## config.mk

```make
export PLATFORM = sky130hd
export DESIGN_NAME = peak_tracker
export DESIGN_NICKNAME = d
export VERILOG_FILES = /design/src/rtl/peak_tracker.sv
export SDC_FILE = /design/constraint.sdc
export NUM_CORES = 1
export LEC_CHECK = 0
export BUFFER_PORTS_ARGS = -buffer_cell sky130_fd_sc_hd__buf_2
export CORE_ASPECT_RATIO = 0.6
export CORE_MARGIN = 1
export CORE_UTILIZATION = 45
export CTS_BUF_LIST = sky130_fd_sc_hd__clkbuf_8
export DETAILED_ROUTE_END_ITERATION = 8
export PLACE_DENSITY_LB_ADDON = 0.25
export SETUP_SLACK_MARGIN = 0.5
export SYNTH_ARGS = -nofsm -noshare
export SYNTH_HDL_FRONTEND = slang
export SYNTH_SLANG_ARGS = --single-unit
```

## constraint.sdc

```tcl
create_clock -name clk -period 4.1 [get_ports clk]
set_clock_uncertainty 0.05 [all_clocks]
set_input_delay 0.41 -clock clk [delete_from_list [all_inputs] [get_ports clk]]
set_output_delay 0.41 -clock clk [all_outputs]
set_load 0.01 [all_outputs]
```

## src/rtl/peak_tracker.sv

```systemverilog
// peak_tracker: streaming peak detector paired with an external comparator #(n).
//
// Each cycle the incoming sample and the running peak are presented to the comparator on a/b;
// the returned agb/alb/aeb flags decide whether the peak is replaced. At frame end the frame
// maximum and the index of its first occurrence are reported with a one-cycle frame_done pulse.
//
// Optional feature: define PEAK_TIE_COUNT_EN to count samples equal to the current peak on
// tie_cnt. Without it tie_cnt is tied to zero; the port list is identical in both builds.
//
// Ports:
//   clk, rst            clock (rising edge), synchronous active-high reset
//   din, din_valid      input sample and qualifier (always accepted)
//   din_last            final sample of a frame, qualified by din_valid
//   a, b                to comparator: a = din, b = peak register
//   agb, alb, aeb       from comparator, same cycle as a/b
//   peak, peak_idx      running/final maximum and index of its first occurrence
//   frame_done          one-cycle pulse, results final
//   busy                high while a frame is open
//   overflow            frame exceeded MAX_LEN samples (sticky per frame)
//   cmp_err             comparator flags not one-hot on a compared sample (sticky per frame)
//   tie_cnt             samples equal to the current peak (zero unless PEAK_TIE_COUNT_EN)

module peak_tracker #(
    parameter int unsigned n       = 4,
    parameter int unsigned MAX_LEN = 16,
    localparam int unsigned IW     = $clog2(MAX_LEN)
) (
    input  logic          clk,
    input  logic          rst,
    input  logic [n-1:0]  din,
    input  logic          din_valid,
    input  logic          din_last,
    output logic [n-1:0]  a,
    output logic [n-1:0]  b,
    input  logic          agb,
    input  logic          alb,
    input  logic          aeb,
    output logic [n-1:0]  peak,
    output logic [IW-1:0] peak_idx,
    output logic          frame_done,
    output logic          busy,
    output logic          overflow,
    output logic          cmp_err,
    output logic [IW:0]   tie_cnt
);

    localparam logic [IW:0] CntMax = (IW+1)'(MAX_LEN);
    localparam logic [IW:0] CntOne = (IW+1)'(1);

    typedef enum logic [1:0] {StIdle, StTrack, StDone} state_e;

    state_e        state_q, state_d;
    logic [n-1:0]  peak_q, peak_d;
    logic [IW-1:0] idx_q, idx_d;
    logic [IW:0]   cnt_q, cnt_d;
    logic          ovf_q, ovf_d;
    logic          err_q, err_d;

    logic first_s;   // sample opens a new frame (IDLE or DONE)
    logic cmp_s;     // sample is compared against the running peak
    logic flags_ok;  // exactly one of agb/alb/aeb set
    logic sat;       // counter already at MAX_LEN

    assign first_s  = din_valid && (state_q != StTrack);
    assign cmp_s    = din_valid && (state_q == StTrack);
    // Parity is 1 for one or three flags set; exclude the all-set case.
    assign flags_ok = (agb ^ alb ^ aeb) && !(agb && alb && aeb);
    assign sat      = (cnt_q == CntMax);

    assign a = din;
    assign b = peak_q;

    // State register
    always_ff @(posedge clk) begin
        if (rst) begin
            state_q <= StIdle;
        end else begin
            state_q <= state_d;
        end
    end

    // Next-state logic
    always_comb begin
        state_d = state_q;
        unique case (state_q)
            StIdle, StDone: begin
                if (din_valid) begin
                    state_d = din_last ? StDone : StTrack;
                end else begin
                    state_d = StIdle;
                end
            end
            StTrack: begin
                if (din_valid && din_last) begin
                    state_d = StDone;
                end
            end
            default: state_d = StIdle;
        endcase
    end

    // FSM outputs
    always_comb begin
        busy       = (state_q == StTrack);
        frame_done = (state_q == StDone);
    end

    // Peak datapath
    always_comb begin
        peak_d = peak_q;
        idx_d  = idx_q;
        cnt_d  = cnt_q;
        ovf_d  = ovf_q;
        err_d  = err_q;
        if (first_s) begin
            // Flags are meaningless here: b still holds the previous frame's peak.
            peak_d = din;
            idx_d  = '0;
            cnt_d  = CntOne;
            ovf_d  = 1'b0;
            err_d  = 1'b0;
        end else if (cmp_s) begin
            cnt_d = sat ? cnt_q : cnt_q + CntOne;
            if (sat) begin
                ovf_d = 1'b1;
            end
            if (!flags_ok) begin
                err_d = 1'b1;
            end else if (agb) begin
                peak_d = din;
                // Past MAX_LEN the index is unrepresentable, so keep the prior one.
                if (!sat) begin
                    idx_d = cnt_q[IW-1:0];
                end
            end
        end
    end

    always_ff @(posedge clk) begin
        if (rst) begin
            peak_q <= '0;
            idx_q  <= '0;
            cnt_q  <= '0;
            ovf_q  <= 1'b0;
            err_q  <= 1'b0;
        end else begin
            peak_q <= peak_d;
            idx_q  <= idx_d;
            cnt_q  <= cnt_d;
            ovf_q  <= ovf_d;
            err_q  <= err_d;
        end
    end

    assign peak     = peak_q;
    assign peak_idx = idx_q;
    assign overflow = ovf_q;
    assign cmp_err  = err_q;

`ifdef PEAK_TIE_COUNT_EN
    logic [IW:0] tie_q, tie_d;

    always_comb begin
        tie_d = tie_q;
        if (first_s) begin
            tie_d = CntOne;
        end else if (cmp_s && flags_ok) begin
            if (agb) begin
                tie_d = CntOne;
            end else if (aeb && (tie_q != CntMax)) begin
                tie_d = tie_q + CntOne;
            end
        end
    end

    always_ff @(posedge clk) begin
        if (rst) begin
            tie_q <= '0;
        end else begin
            tie_q <= tie_d;
        end
    end

    assign tie_cnt = tie_q;
`else
    assign tie_cnt = '0;
`endif

endmodule

```

==> results of run 1 <==
-- logic make-up (layout without fill, tap and decap cells) --
kind of cell	after synthesis	count (layout)	synth area share (%)
AO/OA/AOI/OAI	24	24	21.4
adder cells (fa/ha/maj)	3	3	3.82
buffers and inverters	23	39	14.0
flip-flops	17	17	34.6
multiplexers	11	11	11.2
other	1	5	0.381
AND/OR/NAND/NOR	25	25	14.6
-- layout by cell type, fill, tap and decap left out, types with 2 or more instances in the layout --
master and n:
sky130_fd_sc_hd__a211o_1 3, sky130_fd_sc_hd__nor2b_1 2, sky130_fd_sc_hd__nand4_1 2, sky130_fd_sc_hd__conb_1 5
sky130_fd_sc_hd__nor2_1 2, sky130_fd_sc_hd__nand2_1 10, sky130_fd_sc_hd__o211ai_1 9, sky130_fd_sc_hd__mux2i_1 11
sky130_fd_sc_hd__a21oi_1 4, sky130_fd_sc_hd__clkbuf_8 3, sky130_fd_sc_hd__dfxtp_1 17, sky130_fd_sc_hd__o21ai_0 2
sky130_fd_sc_hd__ha_1 3, sky130_fd_sc_hd__nand3_1 2, sky130_fd_sc_hd__buf_2 30, sky130_fd_sc_hd__inv_1 5
-- worst max-delay path, stage by stage, from the launching register on --
cell and delay, ns:
sky130_fd_sc_hd__dfxtp_1 0.35, sky130_fd_sc_hd__nand2b_1 0.27, sky130_fd_sc_hd__inv_1 0.37, sky130_fd_sc_hd__buf_2 0.21
-- power groups by stage --
stage | clock network, W | logic, W | registers (W)
after floorplan | 0 | 0.0000472 | 0.000180
after global placement | 0 | 0.0000566 | 0.000178
after detailed placement | 0 | 0.0000575 | 0.000179
after CTS | 0.000124 | 0.0000579 | 0.000175
after global routing | 0.000136 | 0.0000630 | 0.000176
final | 0.000120 | 0.0000571 | 0.000175
-- sequential cells by signal (all words and copies together) (netlist names) --
register and count:
b 4, cnt_q 5, state_q 2, overflow 1
peak_idx 4, cmp_err 1
-- cell type report --
type | count | area share [%]
multi-input combinational | 68 | 46.9
sequential | 17 | 30.7
timing repair buffer | 30 | 13.5
clock buffer | 3 | 3.72
tap | 28 | 3.16
inverter | 5 | 1.69
clock inverter | 1 | 0.338
-- through the flow --
step / setup WS (ns) / total power (W)
finish: 2.20 / 0.000352
global route: 2.12 / 0.000375
CTS: 2.20 / 0.000357
global placement: 2.03 / 0.000235
detailed placement: 1.96 / 0.000236
floorplan: 2.23 / 0.000227
-- metal layers --
layer / GRT usage, % / wire, µm / vias to the layer above
li1: - / - / 398
met3: 5.95 / 131 / 2
met5: 0 / 0 / -
met4: 5.23 / 11 / 0
met2: 24.7 / 749 / 26
met1: 24.2 / 997 / 363
-- worst paths after layout --
kind / from / end
max reg2reg: cnt_q[0]$_SDFFE_PP0P_ / peak_idx[1]$_SDFFE_PP0P_
min reg2reg: cmp_err$_SDFFE_PP0P_ / cmp_err$_SDFFE_PP0P_
min: din[0] / b[0]$_SDFFE_PP0P_
max: state_q[1]$_SDFFE_PP0P_ / busy
==> flow_summary.rst, run 1 <==
.. list-table::
   :header-rows: 1

   * - Metric
     - Value
   * - Maximum resistive drop on vdd
     - 0.000169 V
   * - FILL cells
     - 188
   * - Number of instances resized during post-cts repair
     - 0
   * - Post-Route Setup TNS
     - 0 ns
   * - CORE AREA
     - 1950 µm²
   * - Top post-synthesis cells by area
     - sky130_fd_sc_hd__dfxtp_1 35%, sky130_fd_sc_hd__mux2i_1 11%, sky130_fd_sc_hd__buf_4 9.9%
   * - Max Fclk
     - 526 MHz
   * - Remaining global-route overflow
     - 0
   * - Number of maximum-capacitance violations
     - 0
   * - Combinational share of power
     - 16.2%
   * - First DRT Iteration DRCs
     - 62
   * - Core Rows
     - 12
   * - Synthesis-to-layout area growth
     - 12.8%
   * - Sort of element at the start of the critical path
     - flip-flop
   * - Combined global-route utilization of all metal layers
     - 17.3%
   * - Power share of the clock group
     - 34.1%
   * - Worst endpoint required time
     - 3.64 ns
   * - Smallest hold slack
     - 0.362 ns
   * - Placer's final routability congestion estimate
     - 0.773
   * - Sequential fraction of design power
     - 49.6%
   * - Cell Area, Synth
     - 983 µm²
   * - Worst setup EP type
     - output pin
   * - Outcome
     - finished clean
   * - Worst min-delay path class
     - in -> reg
   * - Reported leakage power
     - 0.518 nW
   * - Internal power
     - 0.000260 W
   * - Vias in the first global route
     - 613
   * - Hold violation count in the final report
     - 0
   * - Post-route clock period utilization
     - 46.4%
   * - Fraction of layout instances using a drive strength above 1
     - 30.6%
   * - Final Setup Violations
     - 0
   * - Max_slew headroom
     - 52.1%
   * - Count of different cell masters after synthesis
     - 31
   * - Final Critical Period
     - 1.90 ns
   * - Final design instance area without fill
     - 1110 µm²
   * - Clock tree from TritonCTS
     - yes
   * - Die outline width
     - 62.4 µm
   * - Instance count of the mapped netlist
     - 104
   * - Area fraction of the dominant cell type after synthesis
     - 34.6%
   * - Synth area leader
     - sky130_fd_sc_hd__dfxtp_1
   * - First-pass detailed-route iteration total
     - 4
   * - Hold Path Stages
     - 3
   * - Number of antenna repair diodes
     - 0
   * - Initial Utilization
     - 50.4%
   * - Data arrival, critical path
     - 1.44 ns
   * - Number of non-filler instances in the completed layout
     - 152
   * - Average size of a mapped cell
     - 9.46 µm²
   * - Final layout net count
     - 139
   * - Post-detailed-route DRC marker count
     - 0
   * - Post-detailed-route count of antenna-violating nets
     - 0
   * - Clk sink count
     - 17
   * - Worst R2R Path Depth
     - 5
   * - Switching power total
     - 0.0000924 W
   * - Detailed-route vias per instance
     - 5.19
   * - Sequential standard cell area
     - 340 µm²
   * - Buffer count from post-CTS setup fixing
     - 0
   * - PortBufs
     - 30
   * - Worst Path Max Fanout
     - 12
   * - Wire length of the first global-routing pass
     - 2990 µm
   * - Utilization after layout
     - 56.9%
   * - Boundary Pins
     - 36
   * - Most frequent cells after synthesis
     - 17 x sky130_fd_sc_hd__dfxtp_1, 13 x sky130_fd_sc_hd__buf_4, 11 x sky130_fd_sc_hd__mux2i_1, 10 x sky130_fd_sc_hd__nand2_1, 9 x sky130_fd_sc_hd__o211ai_1
   * - CTS Root Cell
     - sky130_fd_sc_hd__clkbuf_8
   * - Clock latency of the later-clocked register in the worst-skew pair
     - 0.25 ns
   * - Number of buffers inserted during clock tree synthesis
     - 3
   * - Number of pins with negative max-slew slack in the final report
     - 0
   * - Largest net degree at the start of global routing
     - 19
   * - Final wirelength
     - 1890 µm
   * - Switching power share of the total
     - 26.2%
   * - Dominant synthesized flop cell
     - sky130_fd_sc_hd__dfxtp_1
   * - Total die area
     - 2380 µm²
   * - Yosys reg bits
     - 17
   * - Power density cells
     - 317 nW/µm²
   * - Total placed instance area
     - 1060 µm²
   * - Classification of the worst setup path
     - reg -> out
   * - Vert. Die Dim
     - 38.2 µm
   * - Most frequent cell after synthesis
     - sky130_fd_sc_hd__dfxtp_1
   * - Hold Buf Count CTS
     - 0
   * - Wire per inst
     - 12.4 µm
   * - Unrepaired setup endpoints after global routing
     - no
   * - Maximum buffer depth of the clock tree
     - 2
   * - Detailed-route via count
     - 789
   * - Syn. warnings
     - 0
   * - Post-DP HPWL
     - 1450 µm
   * - CTS H-Tree Depth
     - 1
   * - Multi-input logic area
     - 520 µm²
   * - Number of synthesized flops with an enable pin
     - 0
   * - Worst-path clk slew
     - 0.06 ns
   * - Antenna violations before repair
     - 0
   * - Slew at the pin with the worst max-slew slack
     - 0.709 ns
   * - Part of the Yosys area used for sequential elements
     - 34.6%
   * - Fraction of registers with async set/reset
     - 0%
   * - Slack of the worst reg-to-reg path
     - 2.33 ns
   * - Placed Cells incl. Taps
     - 148
No activity file was read; power rests on OpenSTA's default activity.
==> run 2, diff against run 1 <==
ABC_AREA = 1   (was unset)
CORE_ASPECT_RATIO = unset   (was 0.6)
clock period = 1.6 ns   (was 4.1 ns; I/O delays follow)
==> flow_summary.rst, run 2 <==
.. list-table::
   :header-rows: 1

   * - Metric
     - Value
   * - Instance count of the mapped netlist
     - 136 (was 104)
   * - Number of buffers inserted during clock tree synthesis
     - 3 (unchanged)
   * - Flip-flop count of the largest register after layout
     - 5 (unchanged)
   * - Initial Utilization
     - 47.9% (was 50.4%)
   * - Worst setup EP type
     - flip-flop (was output pin)
   * - Classification of the worst setup path
     - reg -> reg (was reg -> out)
   * - Remaining global-route overflow
     - 0 (unchanged)
   * - Sort of element at the start of the critical path
     - flip-flop (unchanged)
   * - Die outline width
     - 47.7 µm (was 62.4 µm)
   * - PortBufs
     - 30 (unchanged)
   * - Placed Cells incl. Taps
     - 182 (was 148)
   * - Synth area leader
     - sky130_fd_sc_hd__dfxtp_1 (unchanged)
   * - Total die area
     - 2270 µm² (was 2380 µm²)
   * - Number of maximum-capacitance violations
     - 0 (unchanged)
   * - Number of antenna repair diodes
     - 0 (unchanged)
   * - Post-detailed-route DRC marker count
     - 0 (unchanged)
   * - Post-Route Setup TNS
     - 0 ns (unchanged)
   * - Cell Area, Synth
     - 940 µm² (was 983 µm²)
   * - Worst-path clk slew
     - 0.07 ns (was 0.06 ns)
   * - Most common cell after layout, fill and taps aside
     - sky130_fd_sc_hd__buf_2 (unchanged)
   * - Antenna violations before repair
     - 0 (unchanged)
   * - Fraction of registers with async set/reset
     - 0% (unchanged)
   * - Final wirelength
     - 1840 µm (was 1890 µm)
   * - Maximum resistive drop on vdd
     - 0.000725 V (was 0.000169 V)
   * - Number of non-filler instances in the completed layout
     - 191 (was 152)
   * - Post-detailed-route count of antenna-violating nets
     - 0 (unchanged)
   * - Final Critical Period
     - 1.25 ns
   * - Core Rows
     - 16 (was 12)
   * - Clk sink count
     - 17 (unchanged)
   * - Worst r2r src
     - cnt_q[1]$_SDFFE_PP0P_ (was cnt_q[0]$_SDFFE_PP0P_)
   * - Clock latency of the later-clocked register in the worst-skew pair
     - 0.26 ns (was 0.25 ns)
   * - Worst Path Max Fanout
     - 6 (was 12)
   * - CTS Root Cell
     - sky130_fd_sc_hd__clkbuf_8 (unchanged)
   * - Hold Buf Count CTS
     - 0 (unchanged)
   * - Wire length of the first global-routing pass
     - 2730 µm (was 2990 µm)
   * - Clock tree from TritonCTS
     - yes (unchanged)
   * - Wire per inst
     - 9.65 µm (was 12.4 µm)
   * - Combined global-route utilization of all metal layers
     - 17.3% (about the same)
   * - Unrepaired setup endpoints after global routing
     - yes (was no)
   * - Part of the Yosys area used for sequential elements
     - 36.2% (was 34.6%)
   * - Count of different cell masters after synthesis
     - 22 (was 31)
   * - First DRT Iteration DRCs
     - 9 (was 62)
   * - Ordered cell list for the critical path
     - inv_2 -> ha_4 -> nand2_2 -> inv_2 -> nand2_4 -> nand2_4 -> nor2_4 -> nand2_1 -> nand2_1 -> nor2_1 (was nand2b_1 -> inv_1 -> buf_2)
   * - Largest net degree at the start of global routing
     - 10 (was 19)
   * - Max Fclk
     - 801 MHz
   * - Power density cells
     - 802 nW/µm² (was 317 nW/µm²)
   * - Detailed-route vias per instance
     - 4.64 (was 5.19)
   * - Vias in the first global route
     - 669 (was 613)
   * - Top post-synthesis cells by area
     - sky130_fd_sc_hd__dfxtp_1 36%, sky130_fd_sc_hd__nand2_1 12%, sky130_fd_sc_hd__buf_4 11% (was sky130_fd_sc_hd__dfxtp_1 35%, sky130_fd_sc_hd__mux2i_1 11%, sky130_fd_sc_hd__buf_4 9.9%)
   * - Fraction of layout instances using a drive strength above 1
     - 37.8% (was 30.6%)
   * - Detailed-route via count
     - 886 (was 789)
   * - First-pass detailed-route iteration total
     - 4 (unchanged)
   * - Worst min-delay path class
     - in -> reg (unchanged)
   * - Data arrival, critical path
     - 1.35 ns (was 1.44 ns)
   * - Critical Path Sink
     - peak_idx[2]$_SDFFE_PP0P_ (was busy)
   * - Outcome
     - finished clean (unchanged)
   * - Crit. Startpoint
     - cnt_q[1]$_SDFFE_PP0P_ (was state_q[1]$_SDFFE_PP0P_)
   * - Post-DP HPWL
     - 1310 µm (was 1450 µm)
   * - Register with the highest flop count
     - cnt_q (unchanged)
   * - Syn. warnings
     - 0 (unchanged)
   * - Hold violation count in the final report
     - 0 (unchanged)
   * - Most frequent cells in the layout
     - 29 x sky130_fd_sc_hd__buf_2, 28 x sky130_fd_sc_hd__nand2_1, 20 x sky130_fd_sc_hd__nor2_1, 14 x sky130_fd_sc_hd__inv_1, 13 x sky130_fd_sc_hd__dfxtp_1 (was 30 x sky130_fd_sc_hd__buf_2, 17 x sky130_fd_sc_hd__dfxtp_1, 11 x sky130_fd_sc_hd__mux2i_1, 10 x sky130_fd_sc_hd__nand2_1, 9 x sky130_fd_sc_hd__o211ai_1)
   * - Most frequent cells after synthesis
     - 29 x sky130_fd_sc_hd__nand2_1, 22 x sky130_fd_sc_hd__nor2_1, 18 x sky130_fd_sc_hd__inv_1, 17 x sky130_fd_sc_hd__dfxtp_1, 14 x sky130_fd_sc_hd__buf_4 (was 17 x sky130_fd_sc_hd__dfxtp_1, 13 x sky130_fd_sc_hd__buf_4, 11 x sky130_fd_sc_hd__mux2i_1, 10 x sky130_fd_sc_hd__nand2_1, 9 x sky130_fd_sc_hd__o211ai_1)
   * - CTS H-Tree Depth
     - 1 (unchanged)
   * - Longest individual stage delay on the worst path
     - 0.34 ns (was 0.37 ns)
   * - Area fraction of the dominant cell type after synthesis
     - 36.2% (was 34.6%)
   * - Yosys reg bits
     - 17 (unchanged)
   * - Number of pins with negative max-slew slack in the final report
     - 0 (unchanged)
   * - Worst endpoint required time
     - 1.70 ns (was 3.64 ns)
   * - Maximum buffer depth of the clock tree
     - 2 (unchanged)
   * - Synthesis-to-layout area growth
     - 25.8% (was 12.8%)
   * - Reg-to-reg critical path endpoint
     - peak_idx[2]$_SDFFE_PP0P_ (was peak_idx[1]$_SDFFE_PP0P_)
   * - Reported leakage power
     - 0.585 nW (was 0.518 nW)
   * - Worst R2R Path Depth
     - 10 (was 5)
   * - CORE AREA
     - 1960 µm² (was 1950 µm²)
   * - Final Setup Violations
     - 0 (unchanged)
   * - Average size of a mapped cell
     - 6.91 µm² (was 9.46 µm²)
   * - Final layout net count
     - 179 (was 139)
   * - Boundary Pins
     - 36 (unchanged)
   * - Placer's final routability congestion estimate
     - 0.757 (was 0.773)
   * - Slack of the worst reg-to-reg path
     - 0.35 ns (was 2.33 ns)
   * - Post-route clock period utilization
     - 78.0%
   * - Dominant synthesized flop cell
     - sky130_fd_sc_hd__dfxtp_1 (unchanged)
   * - CP max stage cell
     - sky130_fd_sc_hd__dfxtp_2 (was sky130_fd_sc_hd__inv_1)
   * - Most frequent cell after synthesis
     - sky130_fd_sc_hd__nand2_1 (was sky130_fd_sc_hd__dfxtp_1)
   * - Number of synthesized flops with an enable pin
     - 0 (unchanged)
   * - Vert. Die Dim
     - 47.7 µm (was 38.2 µm)
-- run 2: how the worst min path moves through the flow --
stage	cells after the start	end	slack, ns	start
6_report	2	cnt_q[0]$_SDFFE_PP0P_	0.06	rst
3_3_place_gp	2	cnt_q[0]$_SDFFE_PP0P_	0.31	rst
2_1_floorplan	1	cnt_q[0]$_SDFFE_PP0P_	0.17	rst
5_1_grt	2	cnt_q[0]$_SDFFE_PP0P_	0.08	rst
3_5_place_dp	2	cnt_q[0]$_SDFFE_PP0P_	0.31	rst
4_1_cts	2	cnt_q[0]$_SDFFE_PP0P_	0.06	rst
-- run 2: timing repair --
action                     CTS  global route
pin swaps                    6             1
resized for setup           14             2
cloned                       1             0
setup buffers                4             0
setup endpoints to repair   16            15
-- run 2: report_power, final --
part           total [W]  internal (W)  switching [W]
registers       0.000452      0.000441      0.0000114
clock network   0.000318      0.000171       0.000147
logic           0.000177     0.0000691       0.000108
-- run 2: stage by stage --
step	hold WS [ns]	total power, W	area (µm²)	worst slack (ns)	utilization, %
2_1_floorplan	0.172	0.000598	982	0.346	-
3_3_place_gp	0.315	0.000620	1050	0.203	53.5
3_5_place_dp	0.312	0.000622	1050	0.162	53.5
4_1_cts	0.0631	0.000954	1170	0.384	59.8
5_1_grt	0.0818	0.000995	1180	0.278	60.3
6_report	0.0628	0.000948	1180	0.352	60.3
-- run 2: routing by layer --
layer  share of wire, %  wire length (µm)  global-route usage [%]  vias to the layer above
li1                   -                 -                       -                      458
met3                5.2                96                    3.40                        3
met5                  0                 0                       0                        -
met1                 48               884                    24.0                      400
met4                1.7                32                    8.33                        0
met2                 45               831                    25.7                       25
-- run 2: logic make-up after synthesis --
| group | after synthesis | share of synthesized area, % |
|---|---|---|
| buf+inv | 34 | 20.0 |
| xor+xnor | 1 | 0.932 |
| other cells | 1 | 0.399 |
| fa+ha+maj | 3 | 4.00 |
| flops | 17 | 36.2 |
| compound gates | 12 | 7.59 |
| simple gates | 68 | 30.9 |
-- run 2: area by class of cell --
cell class | instances | area, µm²
tap | 27 | 33.8
inverter | 19 | 71.3
sequential | 17 | 348
multi-input combinational | 90 | 498
timing repair buffer | 34 | 186
fill | 189 | 779
clock inverter | 1 | 3.75
clock buffer | 3 | 41.3
-- run 2: worst max-delay path, delay by kind of cell (launching register included) --
| kind | cells | cell delay (ns) |
|---|---|---|
| adder cells (fa/ha/maj) | 1 | 0.15 |
| AND/OR/NAND/NOR | 7 | 0.50 |
| buffers and inverters | 2 | 0.10 |
| flip-flops | 1 | 0.34 |
==> run 3, diff against run 2 <==
ABC_AREA = 0   (was 1)
CORE_ASPECT_RATIO = 0.6   (was unset)
clock period = 1.05 ns   (was 1.6 ns; I/O delays follow)
==> flow_summary.rst, run 3 (synthesis gave the netlist of run 1 again) <==
.. list-table::
   :header-rows: 1

   * - Metric
     - Value
   * - Unrepaired setup endpoints after global routing
     - yes (unchanged)
   * - Post-route clock period utilization
     - 144% (was 78.0%)
   * - CTS Root Cell
     - sky130_fd_sc_hd__clkbuf_8 (unchanged)
   * - Final Setup Violations
     - 17 (was 0)
   * - Max Fclk
     - 661 MHz (was 801 MHz)
   * - First DRT Iteration DRCs
     - 45 (was 9)
   * - Largest net degree at the start of global routing
     - 11 (was 10)
   * - Clock tree from TritonCTS
     - yes (unchanged)
   * - Classification of the worst setup path
     - reg -> reg (unchanged)
   * - Sort of element at the start of the critical path
     - flip-flop (unchanged)
   * - Die outline width
     - 62.4 µm (was 47.7 µm)
   * - Most frequent cells in the layout
     - 28 x sky130_fd_sc_hd__buf_6, 26 x sky130_fd_sc_hd__buf_4, 13 x sky130_fd_sc_hd__buf_2, 12 x sky130_fd_sc_hd__dfxtp_2, 11 x sky130_fd_sc_hd__mux2i_1 (was 29 x sky130_fd_sc_hd__buf_2, 28 x sky130_fd_sc_hd__nand2_1, 20 x sky130_fd_sc_hd__nor2_1, 14 x sky130_fd_sc_hd__inv_1, 13 x sky130_fd_sc_hd__dfxtp_1)
   * - Final Critical Period
     - 1.51 ns (was 1.25 ns)
   * - Total die area
     - 2380 µm² (was 2270 µm²)
   * - CORE AREA
     - 1950 µm² (was 1960 µm²)
   * - Vert. Die Dim
     - 38.2 µm (was 47.7 µm)
   * - Placer's final routability congestion estimate
     - 0.848 (was 0.757)
   * - Post-DP HPWL
     - 1830 µm (was 1310 µm)
   * - Power density cells
     - 968 nW/µm² (was 802 nW/µm²)
   * - Violated checks
     - negative setup slack
   * - Core Rows
     - 12 (was 16)
   * - Post-detailed-route count of antenna-violating nets
     - 0 (unchanged)
   * - Worst-path clk slew
     - 0.07 ns (about the same)
   * - Register with the highest flop count
     - cnt_q (unchanged)
   * - CTS H-Tree Depth
     - 1 (unchanged)
   * - Number of buffers inserted during clock tree synthesis
     - 3 (unchanged)
   * - Outcome
     - complete, but fails checks (was finished clean)
   * - Hold Path Stages
     - 3 (was 2)
   * - Number of pins with negative max-slew slack in the final report
     - 0 (unchanged)
   * - Reported leakage power
     - 0.758 nW (was 0.585 nW)
   * - Wire per inst
     - 17.0 µm (was 9.65 µm)
   * - Clk sink count
     - 17 (unchanged)
   * - Setup ws final
     - -0.462 ns (was 0.352 ns)
   * - Worst setup EP type
     - flip-flop (unchanged)
   * - Placed Cells incl. Taps
     - 173 (was 182)
   * - Maximum buffer depth of the clock tree
     - 2 (unchanged)
   * - Detailed-route via count
     - 993 (was 886)
   * - Number of maximum-capacitance violations
     - 0 (unchanged)
   * - Flip-flop count of the largest register after layout
     - 5 (unchanged)
   * - Detailed-route vias per instance
     - 5.25 (was 4.64)
   * - Worst min-delay path class
     - in -> reg (unchanged)
   * - Data arrival, critical path
     - 1.63 ns (was 1.35 ns)
   * - Maximum resistive drop on vdd
     - 0.000763 V (was 0.000725 V)
   * - Final wirelength
     - 3210 µm (was 1840 µm)
   * - Vias in the first global route
     - 949 (was 669)
   * - CP max stage cell
     - sky130_fd_sc_hd__dfxtp_2 (unchanged)
   * - Post-detailed-route DRC marker count
     - 0 (unchanged)
   * - Utilization after layout
     - 86.3% (was 60.3%)
   * - Synthesis-to-layout area growth
     - 71.4% (was 25.8%)
   * - Worst Path Max Fanout
     - 4 (was 6)
   * - Remaining global-route overflow
     - 0 (unchanged)
   * - Number of non-filler instances in the completed layout
     - 189 (was 191)
   * - Final layout net count
     - 176 (was 179)
   * - Worst R2R Path Depth
     - 6 (was 10)
   * - Antenna violations before repair
     - 0 (unchanged)
   * - Longest individual stage delay on the worst path
     - 0.33 ns (was 0.34 ns)
   * - Number of antenna repair diodes
     - 0 (unchanged)
   * - Ordered cell list for the critical path
     - inv_2 -> ha_4 -> nor4bb_4 -> a2111oi_4 -> buf_4 -> mux2i_1 (was inv_2 -> ha_4 -> nand2_2 -> inv_2 -> nand2_4 -> nand2_4 -> nor2_4 -> nand2_1 -> nand2_1 -> nor2_1)
   * - Combined global-route utilization of all metal layers
     - 27.4% (was 17.3%)
   * - Fraction of layout instances using a drive strength above 1
     - 65.8% (was 37.8%)
   * - Clock latency of the later-clocked register in the worst-skew pair
     - 0.25 ns (was 0.26 ns)
   * - PortBufs
     - 30 (unchanged)
   * - Wire length of the first global-routing pass
     - 4750 µm (was 2730 µm)
   * - Boundary Pins
     - 36 (unchanged)
   * - Most common cell after layout, fill and taps aside
     - sky130_fd_sc_hd__buf_6 (was sky130_fd_sc_hd__buf_2)
   * - Worst endpoint required time
     - 1.17 ns (was 1.70 ns)
   * - First-pass detailed-route iteration total
     - 4 (unchanged)
   * - Initial Utilization
     - 50.4% (was 47.9%)
   * - Hold violation count in the final report
     - 0 (unchanged)
-- run 3: changes by cell type in the layout (fill, tap and decap cells not counted), sizes merged, moves of 2 or more --
cell / previous run / this run
nand4: 0 / 2
nor3: 3 / 0
nor2: 24 / 2
o21bai: 2 / 0
nand2: 33 / 10
nand3: 8 / 2
nor2b: 0 / 2
mux2i: 0 / 11
buf: 34 / 67
a211o: 0 / 3
inv: 20 / 5
o211ai: 0 / 9
-- run 3: metrics by stage --
step                cell area, µm²  TNS (ns)  power [W]  hold slack, ns  setup WS, ns
global route                  1690     -5.22    0.00170          0.0548        -0.513
floorplan                     1100     -3.70   0.000924           0.190        -0.443
detailed placement            1330     -6.25    0.00101           0.317        -0.665
CTS                           1640     -4.20    0.00161          0.0428        -0.378
global placement              1330     -5.64    0.00100           0.301        -0.602
finish                        1690     -4.53    0.00163          0.0465        -0.462
-- run 3: metal layers --
| layer | up-vias | GRT usage [%] | wire (µm) | part of all wire [%] |
|---|---|---|---|---|
| met4 | 0 | 5.23 | 68 | 2.1 |
| met5 | - | 0 | 0 | 0 |
| met1 | 473 | 32.9 | 1360 | 42 |
| met2 | 46 | 51.6 | 1620 | 51 |
| met3 | 6 | 6.85 | 158 | 4.9 |
| li1 | 468 | - | - | - |
-- run 3: report_power, final --
group / internal [W] / switching (W) / total (W)
logic: 0.000246 / 0.000208 / 0.000453
registers: 0.000667 / 0.0000223 / 0.000689
clock network: 0.000260 / 0.000230 / 0.000490
-- run 3: cell type report --
class                           count  area, µm²
Clock buffer                        3       41.3
Clock inverter                      1       3.75
Fill cell                         103        267
Inverter                            5       26.3
Multi-Input combinational cell     68        641
Sequential cell                    17        363
Tap cell                           28       35.0
Timing Repair Buffer               67        576
-- run 3: repair_timing --
item,in CTS,in global routing
pin swaps,14,1
buffers inserted,10,2
setup endpoints to repair,33,33
gates resized for setup,41,9
hold buffers,0,0
-- run 3: path summary, 6_finish.rpt --
kind	start	to	slack, ns
worst min-delay path	din[2]	b[2]$_SDFFE_PP0P_	0.05
worst min register to register	b[2]$_SDFFE_PP0P_	b[2]$_SDFFE_PP0P_	0.43
worst max-delay path	cnt_q[1]$_SDFFE_PP0P_	peak_idx[2]$_SDFFE_PP0P_	-0.46
worst max register to register	cnt_q[1]$_SDFFE_PP0P_	peak_idx[2]$_SDFFE_PP0P_	-0.46
-- run 3: worst max-delay path: cells and delay by family, from the launching register on --
family          cells  cell delay, ns
simple gates        1            0.17
buf+inv             2            0.27
mux                 1            0.23
fa+ha+maj           1            0.17
flops               1            0.33
compound gates      1            0.21
